--- src/rtl/dmem_pkg.sv ---
// Shared types, size codes and data lane helpers for the data memory arbiter.
package dmem_pkg;

    typedef enum logic [1:0] {
        S_IDLE  = 2'b00,
        S_READ  = 2'b01,
        S_WRITE = 2'b10,
        S_ACK   = 2'b11
    } state_t;

    localparam logic [1:0] SZ_B = 2'b00;
    localparam logic [1:0] SZ_H = 2'b01;
    localparam logic [1:0] SZ_W = 2'b10;

    localparam int unsigned DEPTH_DEF = 256;

    // The memory always writes 4 bytes, so sub-word stores keep the upper old bytes.
    function automatic logic [31:0] merge_store(input logic [31:0] old_word,
                                                input logic [31:0] wdata,
                                                input logic [1:0]  size);
        case (size)
            SZ_B:    return {old_word[31:8], wdata[7:0]};
            SZ_H:    return {old_word[31:16], wdata[15:0]};
            default: return wdata;
        endcase
    endfunction

    // Loads are returned zero-extended and LSB-aligned.
    function automatic logic [31:0] extract_load(input logic [31:0] old_word,
                                                 input logic [1:0]  size);
        case (size)
            SZ_B:    return {24'b0, old_word[7:0]};
            SZ_H:    return {16'b0, old_word[15:0]};
            default: return old_word;
        endcase
    endfunction

endpackage

--- src/rtl/dmem_arbiter_if.sv ---
// Request/response bundle for one requester port of the data memory arbiter.
interface dmem_arbiter_if;
    logic        req;
    logic        we;
    logic [1:0]  size;
    logic [31:0] addr;
    logic [31:0] wdata;
    logic        ack;
    logic        err;
    logic [31:0] rdata;

    modport master (output req, we, size, addr, wdata, input ack, err, rdata);
    modport slave  (input req, we, size, addr, wdata, output ack, err, rdata);
endinterface

--- src/rtl/dmem_rr_arb.sv ---
// Two-requester round-robin arbiter; a grant is only issued while en_i is high.
module dmem_rr_arb (
    input  logic clk_i,
    input  logic rst_i,
    input  logic en_i,
    input  logic req0_i,
    input  logic req1_i,
    output logic gnt_valid_o,
    output logic gnt_id_o
);
    logic last_q, last_d;

    // On a tie the port that did not win last time is chosen.
    always_comb begin
        gnt_valid_o = en_i && (req0_i || req1_i);
        gnt_id_o    = 1'b0;
        if (req0_i && req1_i) begin
            gnt_id_o = ~last_q;
        end else if (req1_i) begin
            gnt_id_o = 1'b1;
        end
        last_d = gnt_valid_o ? gnt_id_o : last_q;
    end

    // Last-grant register; resets to port 1 so port 0 wins the first tie.
    always_ff @(posedge clk_i) begin
        if (rst_i) begin
            last_q <= 1'b1;
        end else begin
            last_q <= last_d;
        end
    end
endmodule

--- src/rtl/dmem_arbiter.sv ---
// Sequencer sharing the DataMemory between two ports with range checks and
// read-modify-write for sub-word stores.
module dmem_arbiter
    import dmem_pkg::*;
#(
    parameter int unsigned DEPTH = DEPTH_DEF,
    parameter int unsigned AW    = 32,
    parameter int unsigned DW    = 32
) (
    input  logic          CLK,
    input  logic          RST,
    dmem_arbiter_if.slave m0,
    dmem_arbiter_if.slave m1,
    output logic          mem_RW,
    output logic [AW-1:0] mem_Addr,
    output logic [DW-1:0] mem_DataIn,
    input  logic [DW-1:0] mem_DataOut
);
    localparam logic [AW-1:0] LAST_LEGAL = AW'(DEPTH - 4);

    state_t        state_q, state_d;
    logic          we_q, we_d;
    logic [1:0]    size_q, size_d;
    logic [AW-1:0] addr_q, addr_d;
    logic [DW-1:0] wdata_q, wdata_d;
    logic [DW-1:0] old_q, old_d;
    logic          id_q, id_d;
    logic          err_q, err_d;
    logic          rw_q, rw_d;
    logic [AW-1:0] maddr_q, maddr_d;
    logic [DW-1:0] mdin_q, mdin_d;
    logic          ack0_q, ack0_d, ack1_q, ack1_d;
    logic          err0_q, err0_d, err1_q, err1_d;
    logic [DW-1:0] rdata0_q, rdata0_d, rdata1_q, rdata1_d;

    logic          gnt_valid, gnt_id;
    logic          sel_we;
    logic [1:0]    sel_size;
    logic [AW-1:0] sel_addr;
    logic [DW-1:0] sel_wdata;
    logic [DW-1:0] rdata_nxt;

    dmem_rr_arb u_arb (
        .clk_i       (CLK),
        .rst_i       (RST),
        .en_i        (state_q == S_IDLE),
        .req0_i      (m0.req),
        .req1_i      (m1.req),
        .gnt_valid_o (gnt_valid),
        .gnt_id_o    (gnt_id)
    );

    assign sel_we    = gnt_id ? m1.we    : m0.we;
    assign sel_size  = gnt_id ? m1.size  : m0.size;
    assign sel_addr  = gnt_id ? m1.addr  : m0.addr;
    assign sel_wdata = gnt_id ? m1.wdata : m0.wdata;

    // Next state plus the registered values every output takes in that state.
    always_comb begin
        state_d = state_q;
        we_d    = we_q;
        size_d  = size_q;
        addr_d  = addr_q;
        wdata_d = wdata_q;
        old_d   = old_q;
        id_d    = id_q;
        err_d   = err_q;
        unique case (state_q)
            S_IDLE: begin
                if (gnt_valid) begin
                    we_d    = sel_we;
                    size_d  = sel_size;
                    addr_d  = sel_addr;
                    wdata_d = sel_wdata;
                    id_d    = gnt_id;
                    // Plain compare against DEPTH-4: no addition, so no wrap.
                    err_d   = (sel_size == 2'b11) || (sel_addr > LAST_LEGAL);
                    if (err_d) begin
                        state_d = S_ACK;
                    end else if (sel_we && sel_size == SZ_W) begin
                        state_d = S_WRITE;
                    end else begin
                        state_d = S_READ;
                    end
                end
            end
            S_READ: begin
                old_d   = mem_DataOut;
                state_d = we_q ? S_WRITE : S_ACK;
            end
            S_WRITE: state_d = S_ACK;
            S_ACK:   state_d = S_IDLE;
            default: state_d = S_IDLE;
        endcase

        rw_d    = (state_d == S_WRITE);
        maddr_d = (state_d == S_READ || state_d == S_WRITE) ? addr_d : maddr_q;
        mdin_d  = (state_d == S_WRITE) ? merge_store(old_d, wdata_d, size_d) : mdin_q;

        rdata_nxt = (err_d || we_d) ? '0 : extract_load(old_d, size_d);
        ack0_d    = (state_d == S_ACK) && !id_d;
        ack1_d    = (state_d == S_ACK) && id_d;
        err0_d    = ack0_d && err_d;
        err1_d    = ack1_d && err_d;
        rdata0_d  = ack0_d ? rdata_nxt : '0;
        rdata1_d  = ack1_d ? rdata_nxt : '0;
    end

    // State and output registers; reset abandons any transaction without an ack.
    always_ff @(posedge CLK) begin
        if (RST) begin
            state_q  <= S_IDLE;
            we_q     <= 1'b0;
            size_q   <= SZ_B;
            addr_q   <= '0;
            wdata_q  <= '0;
            old_q    <= '0;
            id_q     <= 1'b0;
            err_q    <= 1'b0;
            rw_q     <= 1'b0;
            maddr_q  <= '0;
            mdin_q   <= '0;
            ack0_q   <= 1'b0;
            ack1_q   <= 1'b0;
            err0_q   <= 1'b0;
            err1_q   <= 1'b0;
            rdata0_q <= '0;
            rdata1_q <= '0;
        end else begin
            state_q  <= state_d;
            we_q     <= we_d;
            size_q   <= size_d;
            addr_q   <= addr_d;
            wdata_q  <= wdata_d;
            old_q    <= old_d;
            id_q     <= id_d;
            err_q    <= err_d;
            rw_q     <= rw_d;
            maddr_q  <= maddr_d;
            mdin_q   <= mdin_d;
            ack0_q   <= ack0_d;
            ack1_q   <= ack1_d;
            err0_q   <= err0_d;
            err1_q   <= err1_d;
            rdata0_q <= rdata0_d;
            rdata1_q <= rdata1_d;
        end
    end

    assign mem_RW     = rw_q;
    assign mem_Addr   = maddr_q;
    assign mem_DataIn = mdin_q;
    assign m0.ack     = ack0_q;
    assign m0.err     = err0_q;
    assign m0.rdata   = rdata0_q;
    assign m1.ack     = ack1_q;
    assign m1.err     = err1_q;
    assign m1.rdata   = rdata1_q;
endmodule
--- src/flat_wrapper.sv ---
// flat-port wrapper written by rule: the top's interface ports become plain ports
module dmem_arbiter_flat import dmem_pkg::*;
#(
    parameter int unsigned DEPTH = DEPTH_DEF,
    parameter int unsigned AW    = 32,
    parameter int unsigned DW    = 32
)
  (CLK, RST, mem_RW, mem_Addr, mem_DataIn, mem_DataOut, m0_req, m0_we, m0_size, m0_addr, m0_wdata, m0_ack, m0_err, m0_rdata, m1_req, m1_we, m1_size, m1_addr, m1_wdata, m1_ack, m1_err, m1_rdata);
  dmem_arbiter_if m0_i ();
  dmem_arbiter_if m1_i ();
  input  logic CLK;
  input  logic RST;
  output logic mem_RW;
  output logic [AW-1:0] mem_Addr;
  output logic [DW-1:0] mem_DataIn;
  input  logic [DW-1:0] mem_DataOut;
  input wire logic [$bits(m0_i.req)-1:0] m0_req;
  input wire logic [$bits(m0_i.we)-1:0] m0_we;
  input wire logic [$bits(m0_i.size)-1:0] m0_size;
  input wire logic [$bits(m0_i.addr)-1:0] m0_addr;
  input wire logic [$bits(m0_i.wdata)-1:0] m0_wdata;
  output wire logic [$bits(m0_i.ack)-1:0] m0_ack;
  output wire logic [$bits(m0_i.err)-1:0] m0_err;
  output wire logic [$bits(m0_i.rdata)-1:0] m0_rdata;
  input wire logic [$bits(m1_i.req)-1:0] m1_req;
  input wire logic [$bits(m1_i.we)-1:0] m1_we;
  input wire logic [$bits(m1_i.size)-1:0] m1_size;
  input wire logic [$bits(m1_i.addr)-1:0] m1_addr;
  input wire logic [$bits(m1_i.wdata)-1:0] m1_wdata;
  output wire logic [$bits(m1_i.ack)-1:0] m1_ack;
  output wire logic [$bits(m1_i.err)-1:0] m1_err;
  output wire logic [$bits(m1_i.rdata)-1:0] m1_rdata;
  assign m0_i.req = m0_req;
  assign m0_i.we = m0_we;
  assign m0_i.size = m0_size;
  assign m0_i.addr = m0_addr;
  assign m0_i.wdata = m0_wdata;
  assign m0_ack = m0_i.ack;
  assign m0_err = m0_i.err;
  assign m0_rdata = m0_i.rdata;
  assign m1_i.req = m1_req;
  assign m1_i.we = m1_we;
  assign m1_i.size = m1_size;
  assign m1_i.addr = m1_addr;
  assign m1_i.wdata = m1_wdata;
  assign m1_ack = m1_i.ack;
  assign m1_err = m1_i.err;
  assign m1_rdata = m1_i.rdata;
  dmem_arbiter #(.DEPTH(DEPTH), .AW(AW), .DW(DW)) u_core (.CLK(CLK), .RST(RST), .m0(m0_i), .m1(m1_i), .mem_RW(mem_RW), .mem_Addr(mem_Addr), .mem_DataIn(mem_DataIn), .mem_DataOut(mem_DataOut));
endmodule
--- config.mk ---
export PLATFORM = sky130hd
export DESIGN_NAME = dmem_arbiter_flat
export DESIGN_NICKNAME = d
export VERILOG_FILES = /design/src/rtl/dmem_pkg.sv /design/src/rtl/dmem_arbiter_if.sv /design/src/rtl/dmem_rr_arb.sv /design/src/rtl/dmem_arbiter.sv /design/src/flat_wrapper.sv
export SDC_FILE = /design/constraint.sdc
export NUM_CORES = 1
export LEC_CHECK = 0
export BUFFER_PORTS_ARGS = -buffer_cell sky130_fd_sc_hd__buf_2
export CORE_MARGIN = 3
export CORE_UTILIZATION = 30
export DETAILED_ROUTE_END_ITERATION = 10
export GPL_ROUTABILITY_DRIVEN = 0
export PLACE_DENSITY = 0.52
export SETUP_SLACK_MARGIN = 0.05
export SYNTH_ARGS = -nofsm -noshare
export SYNTH_HDL_FRONTEND = slang
export SYNTH_SLANG_ARGS = --single-unit
--- constraint.sdc ---
create_clock -name CLK -period 6.3 [get_ports CLK]
set_input_delay 0.315 -clock CLK [delete_from_list [all_inputs] [get_ports CLK]]
set_output_delay 0.315 -clock CLK [all_outputs]
set_load 0.02 [all_outputs]
==> run summary, run 1 <==
The final hold violation count is 0, and the largest voltage drop on the vdd net is 455 uV. The later pin in the worst-skew pair is clocked with a latency of 530 ps. The via count is 8349.

The synthesized design contains 237 register bits. After routing, the total negative slack on setup checks comes to 0 ps. Yosys printed 0 warnings. In the layout the commonest cells are sky130_fd_sc_hd__buf_2 (301), sky130_fd_sc_hd__dfxtp_1 (237), sky130_fd_sc_hd__nand2_1 (165), sky130_fd_sc_hd__nor2_1 (131), sky130_fd_sc_hd__and2_1 (60). The total overflow left after global routing is 0. The run finished with clean final reports. With fillers left out, the area of the finished cells amounts to 12100 um^2. TritonCTS built the clock tree. The worst register-to-register path ends at u_core.mem_Addr[31]$_SDFFE_PP0P_.

The floorplan step defined a die boundary enclosing 33700 um^2. The number of pins exceeding their max-slew limit in the final report was 0. During placement, the flow inserted port buffers numbering 302.

The number of synthesized flops with an enable pin is 0. The initial antenna violation count is 8, and the number of hold buffers added after CTS is 0. The static leakage is 5.57 nW.

TritonCTS created 27 clock buffers. The most critical setup path has its endpoint at u_core.mem_Addr[31]$_SDFFE_PP0P_. The worst flop-to-flop path startpoint is u_core.u_arb.last_q$_SDFFE_PP1P_. Setup repair after global routing left no endpoint under its margin. In this run the deepest clock path goes through 3 buffers. After the first detailed-routing iteration, the DRC count stood at 454.

The die extent in y was 184 um. Net count after synthesis: 1231. Timing analysis after detailed placement gives a worst setup slack of 2300 ps. Once placement finished, the instance area stood at 11200 um^2.

The via-per-instance ratio is 4.84. The cell chosen for the clock root is sky130_fd_sc_hd__clkbuf_16. The detail route stage leaves a number of antenna-violating nets equal to 0.

In this run the post-CTS setup repair buffer count came out at 0. The cell area that synthesis handed to floorplanning was 9460 um^2. The first TritonRoute pass finished after 5 iterations. After layout, the worst path uses 60.9% of the clock period. The run gives 2460 ps as the worst setup margin. The tightest min-delay check is of the in2reg type.

The first global-routing pass estimated 46.1 mm of wire. For the worst setup path, the data arrival time is 4300 ps. Entering global routing, the biggest net connects 92 pins. For this run, the top clock speed supported by timing is 261 MHz. The share of synthesized flip-flops with an asynchronous set or reset was 0%; the total wire length was 30.5 mm. Number of rows created at floorplan: 64. The worst setup path is captured at a flop. Power spread over the standard cell area amounts to 549 nW/um^2. For the worst setup path, the data required time is 6760 ps.

The initial utilization of the core area, before any placement, comes to 30.7%. Post-detailed-route wirelength per cell: 17.7 um. Between clock sinks in the finished design, the worst skew comes to 7.53 ps.

For the pin with the worst max-slew slack, the measured transition is 1050 ps. Dividing the synthesized area by the synthesized cell count gives 8.96 um^2. The number of filler instances in the final layout was 3183; the total I/O pin count was 303. From synthesis to final layout, the design area changed by 28.0%. The ratio of cells with drive above 1 in the final layout is 31.0%.

Setup violations remaining at the end of the flow were counted as 0. Prevailing post-synth register cell: sky130_fd_sc_hd__dfxtp_1. Synthesis handed over a netlist of 1055 instances. In this run the worst path has a maximum fanout of 34. For this run, the register share of the synthesized area comes to 50.2%. Measured against its own limit, the worst slew margin works out to 29.9%. For the number of nets in the layout, the log shows 1485. In this run, post-CTS repair resized a total of 0 instances. Measured in cells, the most critical reg-to-reg path has a length of 11.

The area of the core is 30800 um^2, and the cell depth of the worst min-delay path is 3. By startpoint and endpoint, the worst setup path is classified as reg2reg. Counting I/O delays and the setup requirement, the final critical path takes 3840 ps.

Leaving out fill and tap cells, the most frequent cell in the layout is sky130_fd_sc_hd__buf_2. The type of element launching the critical path is a flop. Worst-case register-to-register setup slack: 2460 ps. The critical path launch point was u_core.u_arb.last_q$_SDFFE_PP1P_. In the routed design, unresolved DRC markers number 0. The width of the die was 184 um. The HPWL after detailed placement is 21.5 mm.

After clock tree synthesis, the clock-pin slew on the worst setup and hold paths is 60 ps. The logs give 237 for the TritonCTS sink count and 50 for the number of distinct library cell variants in the gate-level netlist after synthesis. The tools report the deepest level of the CTS H-tree as 1. The via count of the first global-routing pass is 7890. Across every metal layer, demand over resource in global routing totals 17.1%. Number of maximum-capacitance constraint violations: 0.
==> worst max-delay path, stage by stage, from the launching register on <==
cell	delay (ps)
sky130_fd_sc_hd__dfxtp_1	360
sky130_fd_sc_hd__a21boi_4	150
sky130_fd_sc_hd__buf_4	350
sky130_fd_sc_hd__nand4_1	160
sky130_fd_sc_hd__o22ai_1	570
sky130_fd_sc_hd__and2_1	380
sky130_fd_sc_hd__a31oi_1	170
sky130_fd_sc_hd__ha_2	1050
sky130_fd_sc_hd__inv_1	140
sky130_fd_sc_hd__a211oi_1	220
sky130_fd_sc_hd__a21oi_1	60
sky130_fd_sc_hd__nor2_1	80
==> registers in the layout, indices dropped and copies added (netlist names) <==
name	cells
u_core.m1.err	1
u_core.addr_q	32
u_core.mem_RW	1
u_core.m1.rdata	32
u_core.mem_Addr	32
u_core.id_q	1
u_core.we_q	1
u_core.u_arb.last_q	1
u_core.state_q	2
u_core.m0.rdata	32
u_core.size_q	2
u_core.wdata_q	32
u_core.mem_DataIn	32
u_core.err_q	1
u_core.old_q	32
u_core.m0.ack	1
u_core.m1.ack	1
u_core.m0.err	1
==> synthesized netlist by cell type (22+ instances only) <==
cell | instances | area share, %
sky130_fd_sc_hd__dfxtp_1 | 237 | 50
sky130_fd_sc_hd__a21oi_1 | 24 | 1.3
sky130_fd_sc_hd__mux2i_1 | 57 | 6.0
sky130_fd_sc_hd__nor2_1 | 131 | 5.2
sky130_fd_sc_hd__o211ai_1 | 28 | 2.2
sky130_fd_sc_hd__and2_1 | 60 | 4.0
sky130_fd_sc_hd__a311oi_1 | 24 | 2.2
sky130_fd_sc_hd__nand3_1 | 22 | 1.2
sky130_fd_sc_hd__nor3_1 | 35 | 1.9
sky130_fd_sc_hd__a31oi_1 | 40 | 2.6
sky130_fd_sc_hd__buf_2 | 28 | 1.5
sky130_fd_sc_hd__nand2_1 | 166 | 6.6
sky130_fd_sc_hd__clkbuf_1 | 37 | 1.5
==> report_power, final <==
group	switching [mW]	internal, mW
combinational	1.91	1.14
sequential	0.157	1.89
clock	0.629	0.927
total	2.69	3.95
==> final cells by class <==
type	count	area (um^2)	share of cell area, %
Antenna cell	1	2.50	0.0207
Clock buffer	37	803	6.64
Clock inverter	10	85.1	0.703
Inverter	17	63.8	0.527
Multi-Input combinational cell	715	4330	35.8
Sequential cell	237	4740	39.2
Tap cell	396	495	4.09
Timing Repair Buffer	311	1580	13.1
==> cell families (layout without fill, tap and decap cells) <==
group | after synthesis | after routing | synth area share [%]
buf+inv | 103 | 375 | 4.54
mux | 74 | 74 | 8.06
fa+ha+maj | 6 | 6 | 0.794
flops | 237 | 237 | 50.2
other cells | 0 | 1 | 0
simple gates | 448 | 448 | 21.2
compound gates | 187 | 187 | 15.3
==> routing by layer <==
layer / share of wire (%) / wire length (um) / vias up / track usage, %
li1: - / - / 4150 / -
met1: 47 / 14300 / 3887 / 24.5
met3: 7.4 / 2240 / 50 / 4.43
met5: 0.23 / 70 / - / 0
met2: 43 / 13200 / 248 / 26.2
met4: 2.0 / 607 / 14 / 3.47
==> how the worst min path moves through the flow <==
stage / slack (ps) / end / from
2_1_floorplan: 460 / u_core.old_q[10]$_SDFF_PP0_ / u_core.old_q[10]$_SDFF_PP0_
3_3_place_gp: 470 / u_core.old_q[8]$_SDFF_PP0_ / u_core.old_q[8]$_SDFF_PP0_
3_5_place_dp: 480 / u_core.old_q[11]$_SDFF_PP0_ / u_core.old_q[11]$_SDFF_PP0_
4_1_cts: 20 / u_core.old_q[8]$_SDFF_PP0_ / mem_DataOut[8]
5_1_grt: 70 / u_core.old_q[13]$_SDFF_PP0_ / mem_DataOut[13]
6_report: 50 / u_core.old_q[8]$_SDFF_PP0_ / mem_DataOut[8]
==> metrics by stage <==
stage          hold slack (ps)  util (%)  instances  power, mW
6_report                  45.5      39.3       1724       6.65
5_1_grt                   67.7      39.3       1724       7.13
4_1_cts                   16.9      39.3       1723       6.74
3_5_place_dp               475      36.4       1676       5.16
3_3_place_gp               467      36.4       1676       5.11
2_1_floorplan              456         -       1055       4.33
Power figures use the tool's default switching activity.
==> run 2, diff against run 1 <==
clock period = 3.72 ns   (was 6.3 ns; I/O delays follow)
==> run 2 against run 1 <==
  * Hold slack got worse by 24 ps
  * Via count increased by 0.40%
  * Setup slack got worse by 1900 ps
  * Non-clock buffer count increased by 30
  * Utilization increased by 1.0 points
  * Count of clock-buffer cells in the layout unchanged
  * Register-to-register slack got worse by 1900 ps
  * Sequential power increased by 69%
  * Cell area increased by 2.6%
  * Wire length increased by 0.32%
==> run summary, run 2 (synthesis results as in run 1) <==
The worst setup margin was 575 ps (-1890 ps); the measured slew at the worst slew-check pin was 975 ps (-77.1 ps). The setup TNS was 0 ps (unchanged); the final cell area excluding filler cells was 12400 um^2 (+2.6%). For the worst-case register-to-register setup slack, the log shows 580 ps (-1890 ps). The initial cell density of the core came out at 30.7% (unchanged). The run gives 660 uV (+45%) as the largest voltage drop on the vdd net. The setup violation total in the final timing report was 0 (unchanged). The worst setup path is captured at a flop. The worst path in the final design needs a cycle of 3140 ps, including I/O delays and setup.

The pre-CTS setup slack is 453 ps (-1850 ps). CTS buffer count: 26 (-3.7%). The number of pins exceeding their max-slew limit in the final report was 0 (unchanged); the number of nets in the layout was 1514 (+2.0%). The worst-skew pair later-pin latency is 520 ps (about the same), and the number of design-rule violations left by the first detailed-router iteration is 494 (+8.8%).

The post-detailed-route wirelength per cell came out at 17.4 um (-1.4%). The run gives 5 (unchanged) as the number of iterations in the first detailed-routing pass. The critical path goes through dlygate4sd3_1, buf_2, nor2b_1, o32ai_1, o2111a_1, and2_1, a31oi_1, ha_2, buf_12, mux2i_1, nor2_1.

The logs give 1 (unchanged) for the deepest level of the CTS H-tree and 8.54 ps (+1.01 ps) for the final clock skew. The library cells used most frequently in the layout, excluding fill and tap cells, are sky130_fd_sc_hd__buf_2 (301), sky130_fd_sc_hd__dfxtp_1 (237), sky130_fd_sc_hd__nand2_1 (165), sky130_fd_sc_hd__nor2_1 (131), sky130_fd_sc_hd__and2_1 (60). The via-per-instance ratio is 4.78 (-1.4%), and the maximum fanout count along the critical path is 18 (-47%). The final hold violation count is 0 (unchanged), and the count of buffer and inverter cells on the critical path is 3 (+1). The power density relative to cell area was 927 nW/um^2 (+69%). The count of input and output buffers was 302 (unchanged). The tools report the initial antenna violation count as 5 (-3). The slowest stage of the critical path belongs to the cell sky130_fd_sc_hd__ha_2.

Area of the core: 30800 um^2 (unchanged). Compared with the post-synthesis result, the final layout area differs by 31.4%. The width of the die was 184 um (unchanged). The worst setup path is launched from an input pin. The combined global-route utilization of all metal layers is 17.0% (-0.11 points).

The static leakage came out at 5.71 nW (+2.4%). Die extent in y: 184 um (unchanged). The remaining global-route overflow was 0 (unchanged).

The global-route wire length before repair is 45.8 mm (-0.66%). The logs give 0 (unchanged) for the post-CTS resize count and 8382 (+0.40%) for the via count. The total die area was 33700 um^2 (unchanged). The maximum cell stage delay along the critical path was 720 ps (-330 ps); the number of nets still failing antenna checks after routing was 0 (unchanged).

The deepest clock path buffer count is 3 (unchanged), and the critical path arrival is 3520 ps (-780 ps). The run gives 0 (unchanged) as the number of design rule violations left after detail routing. Setup repair after global routing left no endpoint under its margin.

The flow ran to the end, and the final reports show no timing, DRC or antenna violations. The worst relative slew slack is 34.9% (+5.0 points), and the maximum number of pins on one net before global-route repair is 85 (-7.6%). Timing would allow up to 318 MHz.

For the buffers inserted during post-CTS setup optimization, the log shows 0 (unchanged). The run gives 21.8 mm (+1.4%) as the half-perimeter wire length of the detailed placement result. TritonCTS built the clock tree. The via count of the first global-routing pass is 7923 (+0.42%).

The ratio of cells with drive above 1 in the final layout works out to 30.9% (-0.19 points). The required arrival time at the worst endpoint is 4100 ps (-2660 ps), and the number of hold buffers added after CTS is 21 (+21). The tree is rooted in a sky130_fd_sc_hd__clkbuf_16. The logs give 64 (unchanged) for the number of rows created at floorplan and 303 (unchanged) for the total I/O pin count. The clock-pin slew on the worst setup and hold paths was 60 ps (about the same). Leaving out fill and tap cells, the most frequent cell in the layout is sky130_fd_sc_hd__buf_2. The TritonCTS sink count is 237 (unchanged). Among cell families on the critical path, the largest total delay comes from buffers and inverters.

The tools report the number of maximum-capacitance constraint violations as 0 (unchanged). Startpoint-to-endpoint class of the critical path: in2reg. Type of the most critical hold path: in2reg.

The worst path uses 84.5% of the clock period. The run gives 11300 um^2 (+0.71%) as the placed instance area. The total wire length is 30.6 mm (+0.32%). Utilization after layout: 40.3% (+1.0 points).
## run 2: cell count changes in the layout (fill, tap and decap cells not counted), sizes merged
| cell | previous run | this run |
|---|---|---|
| buf | 311 | 320 |
| bufinv | 1 | 3 |
| clkinv | 6 | 3 |
| dlygate4sd3 | 0 | 21 |
| clkinvlp | 1 | 5 |
| inv | 19 | 17 |
## run 2: final timing paths
check,startpoint,endpoint,depth (start not counted)
max,m1_req,u_core.mem_Addr[25]$_SDFFE_PP0P_,11
min,RST,u_core.old_q[8]$_SDFF_PP0_,2
min reg2reg,u_core.mem_DataIn[10]$_SDFFE_PP0P_,u_core.mem_DataIn[10]$_SDFFE_PP0P_,2
max reg2reg,u_core.u_arb.last_q$_SDFFE_PP1P_,u_core.mem_Addr[25]$_SDFFE_PP0P_,9
## run 2: final cells by class
cell class,instances,area (um^2)
well taps,396,495
inverters,17,63.8
fillers,3126,18400
multi-input cells,715,4330
flip-flops and latches,237,4740
repair buffers,341,1870
diodes,1,2.50
clock inverters,11,143
clock buffers,37,773
## run 2: per-stage QoR
step / hold slack (ps) / power [mW] / std cells
6_report: 21.8 / 11.5 / 1755
5_1_grt: 7.11 / 12.3 / 1754
4_1_cts: 0.237 / 11.6 / 1754
3_5_place_dp: 454 / 8.86 / 1685
3_3_place_gp: 446 / 8.80 / 1685
2_1_floorplan: 345 / 7.33 / 1055
## run 2: power breakdown
group	switching, mW	total, mW	internal (mW)
Sequential	0.270	3.47	3.20
Combinational	3.28	5.34	2.06
Clock	1.05	2.70	1.65
## run 2: routing by layer
layer | track usage, % | vias to the layer above | share of wire, %
li1 | - | 4207 | -
met1 | 24.3 | 3849 | 47
met2 | 26.0 | 276 | 43
met3 | 4.53 | 40 | 7.8
met4 | 3.41 | 10 | 1.4
met5 | 0 | - | 0.23
## run 2: worst reg2reg max path, cell delays in order, from the launching register on
cell                       delay [ps]
sky130_fd_sc_hd__dfxtp_1          430
sky130_fd_sc_hd__nor2b_1          130
sky130_fd_sc_hd__o32ai_1          330
sky130_fd_sc_hd__o2111a_1         340
sky130_fd_sc_hd__and2_1           320
sky130_fd_sc_hd__a31oi_1          170
sky130_fd_sc_hd__ha_2             720
sky130_fd_sc_hd__buf_12           270
sky130_fd_sc_hd__mux2i_1          220
sky130_fd_sc_hd__nor2_1            60
==> run 3, diff against run 2 <==
ABC_AREA = 1   (was unset)
clock period = 2.9 ns   (was 3.72 ns; I/O delays follow)
==> run 3 against run 2 <==
  * Synthesized area up 1.8%
  * Synthesized cell count is 22% higher
  * Combinational power grew 31%
  * Register-to-register slack worse by 310 ps
  * Non-clock buffer count grew 20
  * First-iteration DRC count shrank 18%
  * Total power rose by 28%
  * Sequential cell count stayed put
  * Sequential power increased by 24%
  * Utilization increased by 1.0 points
  * Count of clock-buffer cells in the layout fell by 1
  * Via count is 8.1% higher
  * Critical path type is now reg2reg
==> run summary, run 3 <==
The maximum fanout count along the critical path came out at 21 (+3). The tools report the TritonCTS sink count as 237 (unchanged). The element type at the critical path end is a flop. The tools report the count of mapped cells out of synthesis as 1290 (+22%). The flow ran to the end, and the final reports show no timing, DRC or antenna violations.

The number of pins exceeding their max-slew limit in the final report came out at 0 (unchanged). Summed over all instances, the cell type with the most area after synthesis is sky130_fd_sc_hd__dfxtp_1. The library cell used most frequently in the layout, excluding fill and tap cells, is sky130_fd_sc_hd__buf_2.

The worst path uses 90.9% of the clock period. The cell total after placement is 1929 (+14%), and the area of the mapped netlist is 9630 um^2 (+1.8%). Area share of the largest cell type after synthesis: 49.3% (-0.88 points). For the worst setup margin, the log shows 263 ps (-312 ps). Number of synthesized register bits: 237 (unchanged). The die extent in y came out at 185 um (+0.86%).

The critical path starts at u_core.u_arb.last_q$_SDFFE_PP1P_. The area overhead of the layout relative to synthesis came out at 33.4%. The run gives 3 (unchanged) as the deepest clock path buffer count. The tightest min-delay check is of the in2reg type. Timing would allow up to 379 MHz. Number of diodes: 0 (-1). The global-route wire length before repair was 46.7 mm (+2.0%). The logs give 31.0% (+0.31 points) for the initial cell density of the core and 1771 (+17%) for the number of nets in the layout. The clock-pin slew on the worst setup and hold paths is 60 ps (about the same). The worst-skew pair later-pin latency was 530 ps (about the same).

Worst flop-to-flop path startpoint: u_core.u_arb.last_q$_SDFFE_PP1P_. In the post-synthesis netlist, the biggest area contributors are sky130_fd_sc_hd__dfxtp_1 (49%), sky130_fd_sc_hd__nand2_1 (9.2%), sky130_fd_sc_hd__nor2_1 (8.5%). By instance count, the leading cell after synthesis is sky130_fd_sc_hd__dfxtp_1. The placed instance area was 11500 um^2 (+2.0%); the depth of the worst register-to-register path was 19 (+10). The ratio of cells with drive above 1 in the final layout is 25.3% (-5.5 points), and the maximum number of pins on one net before global-route repair is 86 (+1.2%). The deepest level of the CTS H-tree is 1 (unchanged). The via-per-instance ratio is 4.51 (-5.6%). The logs give 34300 um^2 (+1.7%) for the total die area and 260 ps (-310 ps) for the worst-case register-to-register setup slack. The critical path arrival is 3080 ps (-440 ps), and the share of synthesized flip-flops with an asynchronous set or reset is 0% (unchanged). Setup repair after global routing could not meet its margin everywhere. Remaining global-route overflow: 0 (unchanged). The count of input and output buffers was 302 (unchanged). The number of maximum-capacitance constraint violations came out at 0 (unchanged).

The via count is 9064 (+8.1%), and the post-detailed-route wirelength per cell is 15.3 um (-12%). The width of the die is 185 um (+0.86%), and the number of distinct library cell variants in the gate-level netlist after synthesis is 28 (-44%). The end point of the critical path is u_core.mem_DataIn[10]$_SDFFE_PP0P_.

For the via count of the first global-routing pass, the log shows 8468 (+6.9%). For this run, the leading register cell type out of synthesis is sky130_fd_sc_hd__dfxtp_1. The number of filler instances in the final layout is 3235 (+3.5%), and the synthesized area divided by synthesized cell count is 7.46 um^2 (-17%).

The half-perimeter wire length of the detailed placement result was 22.1 mm (+1.2%). Largest voltage drop on the vdd net: 758 uV (+15%). Clock tree synthesis selected as its root buffer the cell sky130_fd_sc_hd__clkbuf_16. The tools report the pre-CTS setup slack as 161 ps (-292 ps). The final cell area excluding filler cells was 12800 um^2 (+3.4%). TritonCTS built the clock tree.

For the total wire length, the log shows 30.8 mm (+0.61%). The tools report the number of nets still failing antenna checks after routing as 0 (unchanged). The logs give 27 (+3.8%) for the CTS buffer count and 6.35 nW (+11%) for the static leakage. In the synthesized netlist, the cells that appear most often are sky130_fd_sc_hd__dfxtp_1 (237), sky130_fd_sc_hd__nand2_1 (235), sky130_fd_sc_hd__nor2_1 (218), sky130_fd_sc_hd__inv_1 (150), sky130_fd_sc_hd__o21ai_0 (112). For the combined global-route utilization of all metal layers, the log shows 17.0% (-0.035 points). The critical path is of the reg2reg type. For the number of rows created at floorplan, the log shows 64 (unchanged). The top cell types in the final layout, fill and taps aside, are sky130_fd_sc_hd__buf_2 (301), sky130_fd_sc_hd__dfxtp_1 (237), sky130_fd_sc_hd__nand2_1 (233), sky130_fd_sc_hd__nor2_1 (216), sky130_fd_sc_hd__inv_1 (148).

The run gives 1466 (+19%) as the net count after synthesis. The run gives 0 (unchanged) as the number of warning messages in the yosys log. The worst relative slew slack was 40.8% (+5.9 points); the initial antenna violation count was 0 (-5). The tools report the final clock skew as 13.7 ps (+5.20 ps). The worst setup path is launched from a flop. The power density relative to cell area came out at 1150 nW/um^2 (+24%).

The number of synthesized flops with an enable pin came out at 0 (unchanged). The logs give 0 (unchanged) for the number of design rule violations left after detail routing and 31100 um^2 (+0.78%) for the area of the core. The final hold violation count was 0 (unchanged); the measured slew at the worst slew-check pin was 885 ps (-89.9 ps). Setup violation total in the final timing report: 0 (unchanged).

The tools report the total I/O pin count as 303 (unchanged). The logs give 404 (-18%) for the number of design-rule violations left by the first detailed-router iteration and 49.3% (-0.88 points) for the sequential area share after synthesis. The total chip power is 14.8 mW (+28%), and the final cell count without fillers is 2011 (+15%). The setup TNS is 0 ps (unchanged), and the number of iterations in the first detailed-routing pass is 5 (unchanged). The tools report the required arrival time at the worst endpoint as 3350 ps (-750 ps).

The time the worst path needs with I/O delays and setup was 2640 ps. The endpoint of the worst register-to-register path was u_core.mem_DataIn[10]$_SDFFE_PP0P_.
[run 3: changes by cell type after synthesis, sizes merged, moves of 21 or more]
cell	delta
o211a	-21
mux2i	-39
nor3	-36
nand2	+74
and2	-59
a31oi	-40
inv	+137
nor2	+89
a311oi	-24
nand3	+47
o211ai	+28
o21ai	+122
[run 3: cell families after synthesis]
| logic type | count (synthesis) | share of synthesized area (%) |
|---|---|---|
| AO/OA/AOI/OAI | 236 | 14.3 |
| buffers and inverters | 239 | 10.0 |
| AND/OR/NAND/NOR | 554 | 23.7 |
| adder cells (fa/ha/maj) | 6 | 0.780 |
| multiplexers | 18 | 1.87 |
| flip-flops | 237 | 49.3 |
[run 3: final cells by class]
type	count	area, um^2	area share [%]
inverter	153	581	4.52
tap	396	495	3.86
clock buffer	36	779	6.07
clock inverter	13	130	1.01
sequential	237	4740	37.0
timing repair buffer	361	2110	16.4
multi-input combinational	815	4000	31.1
[run 3: worst min path at each step]
stage	cells past startpoint	endpoint	startpoint	slack [ps]
after floorplan	2	u_core.old_q[0]$_SDFF_PP0_	mem_DataOut[0]	300
after global placement	3	u_core.old_q[6]$_SDFF_PP0_	mem_DataOut[6]	410
after detailed placement	3	u_core.old_q[5]$_SDFF_PP0_	mem_DataOut[5]	420
after CTS	5	u_core.wdata_q[0]$_SDFF_PP0_	m1_wdata[0]	2
after global routing	5	u_core.wdata_q[19]$_SDFF_PP0_	m1_wdata[19]	30
final	5	u_core.wdata_q[21]$_SDFF_PP0_	m1_wdata[21]	20
[run 3: stage by stage]
step / hold slack (ps) / utilization (%)
4_1_cts: 1.90 / 40.9
3_3_place_gp: 411 / 37.1
2_1_floorplan: 304 / -
5_1_grt: 33.0 / 41.3
3_5_place_dp: 419 / 37.1
6_report: 18.2 / 41.3
[run 3: metal layers]
layer / vias up / part of all wire (%) / global-route usage [%]
li1: 4711 / - / -
met1: 4087 / 47 / 23.8
met2: 225 / 45 / 26.7
met3: 41 / 5.9 / 3.32
met4: 0 / 2.4 / 4.71
met5: - / 0 / 0
[run 3: report_power, final]
part	internal [mW]	leakage [nW]	switching [mW]
registers	4.05	1.94	0.269
logic	2.46	3.96	4.57
clock network	2.06	0.447	1.36
total	8.57	6.35	6.20
[run 3: worst max-delay path, cell delays in order (launching register included)]
cell and delay, ps:
sky130_fd_sc_hd__dfxtp_1 370, sky130_fd_sc_hd__nand2_4 110, sky130_fd_sc_hd__nand2_8 120, sky130_fd_sc_hd__buf_12 150
sky130_fd_sc_hd__nand2_1 60, sky130_fd_sc_hd__nand2_1 120, sky130_fd_sc_hd__buf_4 150, sky130_fd_sc_hd__nand2_1 50
sky130_fd_sc_hd__nor2_1 80, sky130_fd_sc_hd__nand2_1 80, sky130_fd_sc_hd__nor2_1 110, sky130_fd_sc_hd__nand4_1 90
sky130_fd_sc_hd__nand2_1 110, sky130_fd_sc_hd__nand2_2 120, sky130_fd_sc_hd__ha_4 200, sky130_fd_sc_hd__inv_4 130
sky130_fd_sc_hd__buf_4 180, sky130_fd_sc_hd__buf_4 140, sky130_fd_sc_hd__nand2_1 50, sky130_fd_sc_hd__a21oi_1 140
[run 3: repair_timing]
item                                    in CTS  in global routing
setup buffers                                0                  4
hold buffers                                27                  0
gates resized for setup                      0                 18
endpoints found under the setup margin       0                 65
endpoints found under the hold margin       27                  0
